==> src/rtl/selector_addr_sequencer_if.sv <==
// Command and address channels between the burst address sequencer and the
// environment around it. The sequencer takes the slave view (it receives burst
// commands); whatever issues commands and consumes addresses takes the master view.
interface selector_addr_sequencer_if #(
    parameter int ADDR_W = 8,
    parameter int CNT_W  = 9
);
    // Command channel
    logic              cmd_valid;
    logic              cmd_ready;
    logic [ADDR_W-1:0] cmd_base;
    logic [CNT_W-1:0]  cmd_count;
    logic [ADDR_W-1:0] cmd_stride;
    logic              cmd_wrap;
    logic              abort;

    // Address channel toward the selector
    logic [ADDR_W-1:0] addr;
    logic              addr_valid;
    logic              addr_ready;
    logic              addr_last;

    // Status
    logic              busy;
    logic              done_pulse;
    logic              err_pulse;

    modport slave (
        input  cmd_valid, cmd_base, cmd_count, cmd_stride, cmd_wrap, abort, addr_ready,
        output cmd_ready, addr, addr_valid, addr_last, busy, done_pulse, err_pulse
    );

    modport master (
        output cmd_valid, cmd_base, cmd_count, cmd_stride, cmd_wrap, abort, addr_ready,
        input  cmd_ready, addr, addr_valid, addr_last, busy, done_pulse, err_pulse
    );
endinterface

==> src/rtl/selector_addr_sequencer.sv <==
// Burst address generator feeding the 8-bit selector stage. A command
// (base, count, stride, wrap) produces count addresses, one per handshake,
// starting at base and stepping by stride. Without wrap, a step that carries
// out of the address range ends the burst with an error pulse. Abort returns
// to idle silently from any state.
module selector_addr_sequencer #(
    parameter int ADDR_W = 8,
    parameter int CNT_W  = 9
) (
    input  logic                    clk,
    input  logic                    rst_n,
    selector_addr_sequencer_if.slave bus
);

    typedef enum logic [1:0] {
        S_IDLE = 2'd0,
        S_RUN  = 2'd1,
        S_DONE = 2'd2
    } state_t;

    state_t            state_q, state_d;
    logic [ADDR_W-1:0] addr_q, addr_d;
    logic [CNT_W-1:0]  remain_q, remain_d;
    logic [ADDR_W-1:0] stride_q, stride_d;
    logic              wrap_q, wrap_d;
    logic              err_q, err_d;

    // Next address with the carry bit kept, so overflow is visible.
    logic [ADDR_W:0]   sum;
    assign sum = {1'b0, addr_q} + {1'b0, stride_q};

    // State and burst registers; everything clears on reset.
    // NOTE: non-blocking assignments here so every register samples the
    // pre-edge values computed by the combinational block.
    always_ff @(posedge clk or negedge rst_n) begin
        if (!rst_n) begin
            state_q  <= S_IDLE;
            addr_q   <= '0;
            remain_q <= '0;
            stride_q <= '0;
            wrap_q   <= 1'b0;
            err_q    <= 1'b0;
        end else begin
            state_q  <= state_d;
            addr_q   <= addr_d;
            remain_q <= remain_d;
            stride_q <= stride_d;
            wrap_q   <= wrap_d;
            err_q    <= err_d;
        end
    end

    // Next-state and next-register logic; abort overrides everything.
    // NOTE: every target gets a default first so no path leaves a value
    // unassigned, which would otherwise infer a latch.
    always_comb begin
        state_d  = state_q;
        addr_d   = addr_q;
        remain_d = remain_q;
        stride_d = stride_q;
        wrap_d   = wrap_q;
        err_d    = 1'b0;

        if (bus.abort) begin
            state_d = S_IDLE;
        end else begin
            unique case (state_q)
                S_IDLE: begin
                    if (bus.cmd_valid) begin
                        if (bus.cmd_count == '0) begin
                            err_d = 1'b1;
                        end else begin
                            addr_d   = bus.cmd_base;
                            remain_d = bus.cmd_count;
                            stride_d = bus.cmd_stride;
                            wrap_d   = bus.cmd_wrap;
                            state_d  = S_RUN;
                        end
                    end
                end
                S_RUN: begin
                    if (bus.addr_ready) begin
                        if (remain_q == CNT_W'(1)) begin
                            state_d = S_DONE;
                        end else if (sum[ADDR_W] && !wrap_q) begin
                            err_d   = 1'b1;
                            state_d = S_IDLE;
                        end else begin
                            addr_d   = sum[ADDR_W-1:0];
                            remain_d = remain_q - CNT_W'(1);
                        end
                    end
                end
                S_DONE: begin
                    state_d = S_IDLE;
                end
                default: begin
                    state_d = S_IDLE;
                end
            endcase
        end
    end

    // Outputs are either registers or decodes of the current state.
    assign bus.cmd_ready  = (state_q == S_IDLE);
    assign bus.busy       = (state_q != S_IDLE);
    assign bus.addr       = addr_q;
    assign bus.addr_valid = (state_q == S_RUN);
    assign bus.addr_last  = (state_q == S_RUN) && (remain_q == CNT_W'(1));
    assign bus.done_pulse = (state_q == S_DONE);
    assign bus.err_pulse  = err_q;

endmodule

==> src/flat_wrapper.sv <==
// flat-port wrapper written by rule: the top's interface ports become plain ports
module selector_addr_sequencer_flat 
#(
    parameter int ADDR_W = 8,
    parameter int CNT_W  = 9
)
  (clk, rst_n, bus_cmd_valid, bus_cmd_base, bus_cmd_count, bus_cmd_stride, bus_cmd_wrap, bus_abort, bus_addr_ready, bus_cmd_ready, bus_addr, bus_addr_valid, bus_addr_last, bus_busy, bus_done_pulse, bus_err_pulse);
  selector_addr_sequencer_if #(.ADDR_W(ADDR_W), .CNT_W(CNT_W)) bus_i ();
  input  logic clk;
  input  logic rst_n;
  input wire logic [$bits(bus_i.cmd_valid)-1:0] bus_cmd_valid;
  input wire logic [$bits(bus_i.cmd_base)-1:0] bus_cmd_base;
  input wire logic [$bits(bus_i.cmd_count)-1:0] bus_cmd_count;
  input wire logic [$bits(bus_i.cmd_stride)-1:0] bus_cmd_stride;
  input wire logic [$bits(bus_i.cmd_wrap)-1:0] bus_cmd_wrap;
  input wire logic [$bits(bus_i.abort)-1:0] bus_abort;
  input wire logic [$bits(bus_i.addr_ready)-1:0] bus_addr_ready;
  output wire logic [$bits(bus_i.cmd_ready)-1:0] bus_cmd_ready;
  output wire logic [$bits(bus_i.addr)-1:0] bus_addr;
  output wire logic [$bits(bus_i.addr_valid)-1:0] bus_addr_valid;
  output wire logic [$bits(bus_i.addr_last)-1:0] bus_addr_last;
  output wire logic [$bits(bus_i.busy)-1:0] bus_busy;
  output wire logic [$bits(bus_i.done_pulse)-1:0] bus_done_pulse;
  output wire logic [$bits(bus_i.err_pulse)-1:0] bus_err_pulse;
  assign bus_i.cmd_valid = bus_cmd_valid;
  assign bus_i.cmd_base = bus_cmd_base;
  assign bus_i.cmd_count = bus_cmd_count;
  assign bus_i.cmd_stride = bus_cmd_stride;
  assign bus_i.cmd_wrap = bus_cmd_wrap;
  assign bus_i.abort = bus_abort;
  assign bus_i.addr_ready = bus_addr_ready;
  assign bus_cmd_ready = bus_i.cmd_ready;
  assign bus_addr = bus_i.addr;
  assign bus_addr_valid = bus_i.addr_valid;
  assign bus_addr_last = bus_i.addr_last;
  assign bus_busy = bus_i.busy;
  assign bus_done_pulse = bus_i.done_pulse;
  assign bus_err_pulse = bus_i.err_pulse;
  selector_addr_sequencer #(.ADDR_W(ADDR_W), .CNT_W(CNT_W)) u_core (.clk(clk), .rst_n(rst_n), .bus(bus_i));
endmodule
==> config.mk <==
export PLATFORM = sky130hd
export DESIGN_NAME = selector_addr_sequencer_flat
export DESIGN_NICKNAME = d
export VERILOG_FILES = /design/src/rtl/selector_addr_sequencer_if.sv /design/src/rtl/selector_addr_sequencer.sv /design/src/flat_wrapper.sv
export SDC_FILE = /design/constraint.sdc
export NUM_CORES = 1
export LEC_CHECK = 0
export ABC_AREA = 1
export BUFFER_PORTS_ARGS = -buffer_cell sky130_fd_sc_hd__clkbuf_2
export CAP_MARGIN = 20
export CORE_UTILIZATION = 29
export DETAILED_ROUTE_END_ITERATION = 12
export SLEW_MARGIN = 5
export SYNTH_ARGS = -nofsm -noshare
export SYNTH_HDL_FRONTEND = slang
export SYNTH_SLANG_ARGS = --single-unit
==> constraint.sdc <==
create_clock -name clk -period 2.45 [get_ports clk]
set_input_delay 0.3675 -clock clk [delete_from_list [all_inputs] [get_ports clk]]
set_output_delay 0.3675 -clock clk [all_outputs]
set_load 0.02 [all_outputs]
### After elaboration in Yosys (flattened, before gate mapping)

Index checks and enable logic that the tools add are counted.

| cells by class | value |
|---|---|
| multiply operators | 0 |
| shift-type cells | 0 |
| $add $sub $neg | 2 |
| div/mod/pow operators | 0 |
| magnitude comparators | 0 |
| reduce and logical (&&, ||, !) cells | 10 |
| eq/ne operators | 12 |
| bitwise gates (word level) | 2 |
| muxes and demuxes | 26 |

Operator list:

| cell | count |
|---|---|
| 9-bit 2-to-1 mux | 5 |
| 8-bit 2-to-1 mux | 5 |
| 9-bit case mux with 2 select lines | 1 |
| 8-bit case mux with 2 select lines | 1 |
| 2-bit 2-to-1 mux | 6 |
| 2-bit != test, second input constant | 5 |
| 8-bit by 8-bit adder with 9-bit output | 1 |
| 9-bit by 1-bit equality test with 1-bit output, second input constant | 1 |
| 9-bit logical NOT | 1 |
| 3-bit != test, second input constant | 3 |
| 9-bit by 1-bit subtractor with 9-bit output, second input constant | 1 |
| 4-bit AND reduction | 2 |
| 7-bit AND reduction | 1 |
| 1-bit 2-to-1 mux | 6 |
| 4-bit by 2-bit != test with 1-bit output, second input constant | 1 |
| 2-bit case mux with 2 select lines | 1 |
| 2-bit nonzero test | 2 |
| 2-bit by 1-bit equality test with 1-bit output, second input constant | 1 |
| 2-bit equality test, second input constant | 1 |
| 1-bit logical AND | 2 |
| 2-bit logical NOT | 1 |
| 1-bit NOT | 2 |
| 1-bit case mux with 2 select lines | 1 |
| 1-bit logical NOT | 1 |

| word-level totals | value |
|---|---|
| logic and storage cells | 58 |
| input bits | 31 |
| RAM bits | 0 |
| memory bits (read-only) | 0 |
| latch bits | 0 |
| bits in registers | 29 |
| memories | 0 |
| output and inout bits | 14 |

### Depth between registers and ports, before layout

| logic depth | value |
|---|---|
| word-level depth | 7 |
| gate-level depth with buffers | 12 |
| depth with buffers taken out | 12 |

### Worst setup path before layout

OpenSTA, ideal clock, no wires.

| timing path | value |
|---|---|
| path type | reg-to-reg |
| from | register u_core.addr_q[0] (netlist: u_core.bus.addr[0]) |
| to | register u_core.remain_q[4] |
| arrival | 1962 ps |
| path slack | 424 ps |
| path buffers | 1 |
| setup time | 65 ps |
| data required time | 2385 ps |
| clock period less this slack | 2026 ps |
| cell stages (with the launch flop) | 13 |
| path through | dfrtp_1 > ha_1 > fa_1 > nand2_1 > nand2_1 > nand3_2 > nand2_1 > nand3_2 > nand2_2 > nor2_4 > buf_6 > nand2_1 > nand2_1 |

| between the ends | value |
|---|---|
| word-level cells in the longest chain between the ends | 4 |

RTL lines:

| item | RTL line | text |
|---|---|---|
| start: declaration | selector_addr_sequencer.sv:22 | `logic [ADDR_W-1:0] addr_q, addr_d;` |
| start signal: assignment | selector_addr_sequencer.sv:45 | `addr_q <= addr_d;` |
| 8-bit by 8-bit adder with 9-bit output | selector_addr_sequencer.sv:30 | `assign sum = {1'b0, addr_q} + {1'b0, stride_q};` |
| 1-bit logical AND | selector_addr_sequencer.sv:85 | `end else if (sum[ADDR_W] && !wrap_q) begin` |
| 2-bit != test (no line) | - |  |
| 7-bit AND reduction (no line) | - |  |
| end signal: assignment | selector_addr_sequencer.sv:46 | `remain_q <= remain_d;` |
| end: declaration | selector_addr_sequencer.sv:23 | `logic [CNT_W-1:0] remain_q, remain_d;` |

Every way passes these cells.
A chain may end at the register's enable or synchronous reset.

### Final worst setup path

| timing path | value |
|---|---|
| from | register u_core.addr_q[0] (netlist: u_core.bus.addr[0]) |
| to | register u_core.addr_q[3] (netlist: u_core.bus.addr[3]) |

| between the ends | value |
|---|---|
| word-level cells in the longest chain between the ends | 5 |
| elaborated cells between the ends (all ways) | 8 |
| those cells by class | add/sub (1); eq/ne (1); mux (4); reduce/logical (2) |

RTL lines:

| item | RTL line | text |
|---|---|---|
| 8-bit by 8-bit adder with 9-bit output (*) | selector_addr_sequencer.sv:30 |  |
| 8-bit 2-to-1 mux | selector_addr_sequencer.sv:85 |  |
| 8-bit 2-to-1 mux | selector_addr_sequencer.sv:83 | `if (remain_q == CNT_W'(1)) begin` |
| 8-bit 2-to-1 mux | selector_addr_sequencer.sv:82 | `if (bus.addr_ready) begin` |
| 8-bit case mux with 2 select lines | selector_addr_sequencer.sv:67 | `unique case (state_q)` |

Every way passes the cells marked *; elsewhere a longest branch is shown, timed or not. The select of a mux whose other input is x is not followed.

==> qor.txt <==
CTS Buffer Depth -> 2
Syn. warnings -> 0
FF+latch count, synth -> 29
Root Buffer -> clkbuf_8
Setup TNS -> 0 ps
CP Buf/Inv Count -> 0
Final period util -> 89.2%
Hold WC Path Type -> in -> async
WL per Instance -> 11.4 µm
Worst Clk Skew -> 9.74 ps
DR vias/cell -> 4.58
DRC Markers -> 0
Cell taking the most area after synthesis -> dfrtp_1
I/O Buffers -> 44
Fin worst setup slack -> 264 ps
Tmin final -> 2190 ps
Core area -> 0.00676 mm²
Hold_buf cts -> 0
Layout cell share with drive strength beyond 1 -> 23.4%
Netlist cell types -> 32
Headroom to the max-slew limit -> 49.0%
Reg2reg setup slack -> 260 ps
Remaining Overflow, GRT -> 0
Cell Rows -> 30
Die Ht -> 85.6 µm
Diode count -> 0
Worst EP arrival -> 2410 ps
RSZ-0062 raised after global routing -> false
Adder-cell share of the synthesized area -> 7.16%
Vias -> 1895
Delay-heaviest family, CP -> simple AND/OR/NAND/NOR gates
Max-slew violations -> 0
Routed WL -> 4730 µm
Reg2reg start -> u_core.bus.addr[0]
Max-cap violation count -> 0
Worst slack at placement -> 266 ps
Routing usage on met1 -> 18.9%
Cts repair resizes -> 0
Reg2Reg Depth -> 11
Post-Syn Instances -> 285
Die Span X -> 85.6 µm
Worst slew pin tran -> 765 ps
Commonest non-fill, non-tap cell in the layout -> nand2_1
Clock latency at the later pin of the worst-skew pair -> 290 ps
Setup Fix Bufs, Post-CTS -> 0
CP Class -> reg -> reg
Top Usage Layer GRT -> met2
Mean Syn Cell Area -> 7.11 µm²
Main combinational cell family by area after synthesis -> simple AND/OR/NAND/NOR gates
# nets final -> 375
Setup crit start kind -> flip-flop
CTS Buf Count -> 5
Vias in the first global route -> 1804
First-pass GRT wire length -> 8160 µm
Initial DRC count -> 88
Routed Antenna Nets -> 0
CP Cell Sequence -> ha_1, fa_1, nand2_1, nand2_1, nand3_2, nand2_1, nand3_2, nand2_2, nor2_4, nand2_1, nand2_1
XOR/XNOR share of the synthesized area -> 0.864%
Mapped cell area -> 0.00203 mm²
Initial antenna violation count -> 0
Critical Path Sink Type -> flip-flop
Die Footprint -> 0.00733 mm²
Status -> finished clean
Largest stage delay on the critical path -> 400 ps
Critical-path maximum fanout -> 17
Top cell type's share of synthesized area -> 35.8%
Total global-route track usage -> 14.1%
Max VDD drop -> 263 µV
Syn_nets -> 327
Met2 Usage GRT -> 22.4%
Upper clock frequency limit -> 0.457 GHz
Worst-path clk slew -> 70 ps
Largest net degree at the start of global routing -> 30
DP HPWL -> 3540 µm
Most frequent cells in the layout -> nand2_1, clkbuf_2, dfrtp_1, inv_1
Register area share after synthesis -> 35.8%
Cell area power density -> 847 mW/mm²
Synth Area in Compound Gates -> 5.25%
DR pass1 iterations -> 4
Num ports -> 45
Met3 Usage GRT -> 3.18%
Initial core utilization -> 30.0%
Area grow syn2layout -> 19.8%
CTS tree -> built
Clk sink count -> 29
Worst Setup SP -> u_core.bus.addr[0]
Synth area leaders -> dfrtp_1, nand2_1, ha_1, inv_1, mux2_2
Leak Pwr -> 1.36 nW
Cell mode on critical path -> nand2_1
Final setup vio count -> 0
H-tree levels -> 2
Final Hold Fails -> 0
GPL Wtd Cong -> 0.832
Simple-Gate Fraction of Synth Area -> 39.0%
Worst r2r dst -> u_core.bus.addr[3]
Mux share of post-synthesis cell area -> 4.44%
CP max stage cell -> dfrtp_1
WP data required -> 2670 ps
-- worst reg2reg max path, cell delays in order (launching register included) --
cell	delay, ps
dfrtp_1	400
ha_1	250
fa_1	400
nand2_1	80
nand2_1	100
nand3_2	90
nand2_1	100
nand3_2	120
nand2_2	70
nor2_4	350
nand2_1	100
nand2_1	70
-- synthesized netlist by cell type (all sizes together) --
library cell	n
nor2	20
nand4	5
nor3	3
dfrtp	29
o21ai	8
nand3b	2
o31ai	2
ha	10
or2	4
xnor2	2
buf	3
clkbuf	2
a21oi	6
nand2	127
mux2	8
o21bai	1
fa	1
a31oi	1
nand3	20
inv	31
-- cell type report --
| cell class | instances | area [µm²] |
|---|---|---|
| fillers | 753 | 4330 |
| repair buffers | 46 | 235 |
| clock buffers | 7 | 96.3 |
| flip-flops and latches | 29 | 726 |
| multi-input cells | 220 | 1150 |
| clock inverters | 1 | 5.00 |
| inverters | 31 | 116 |
| well taps | 80 | 100 |
-- report_power, final --
part / leakage (nW) / switching, W / internal [W]
combinational: 0.951 / 0.000553 / 0.000356
clock: 0.0542 / 0.000193 / 0.000254
sequential: 0.358 / 0.000106 / 0.000595
total: 1.36 / 0.000851 / 0.00120
-- registers in the layout (all words and copies together), names as in the netlist --
signal and flops:
u_core.stride_q 8, u_core.bus.addr 8, u_core.remain_q 9, u_core.wrap_q 1, u_core.state_q 2, u_core.bus.err_pulse 1
-- through the flow --
| step | hold slack [ps] | power [W] | std cells | area (µm²) | util [%] |
|---|---|---|---|---|---|
| 2_1_floorplan | 71.9 | 0.00140 | 285 | 2030 | - |
| 6_report | 145 | 0.00206 | 414 | 2430 | 35.9 |
| 5_1_grt | 190 | 0.00225 | 414 | 2430 | 35.9 |
| 3_5_place_dp | 484 | 0.00162 | 406 | 2330 | 34.4 |
| 3_3_place_gp | 480 | 0.00161 | 406 | 2330 | 34.4 |
| 4_1_cts | 173 | 0.00208 | 414 | 2430 | 35.9 |
-- worst max-delay path by stage --
stage | to | slack (ps) | cells past startpoint
final | u_core.bus.addr[3] | 260 | 11
after global routing | u_core.bus.addr[6] | 40 | 11
after CTS | u_core.bus.addr[3] | 250 | 11
after detailed placement | u_core.bus.addr[1] | 270 | 11
after global placement | u_core.bus.addr[2] | 340 | 11
after floorplan | u_core.remain_q[4] | 420 | 12
-- metal layers --
metal | wire (µm) | vias up
met5 | 0 | -
met4 | 87 | 0
met3 | 222 | 9
met2 | 2070 | 48
met1 | 2350 | 842
li1 | - | 996
-- cell families after synthesis --
kind of cell / count (synthesis)
simple gates: 181
mux: 8
flops: 29
compound gates: 18
buf+inv: 36
xor+xnor: 2
fa+ha+maj: 11
No activity file was read; power rests on OpenSTA's default activity.
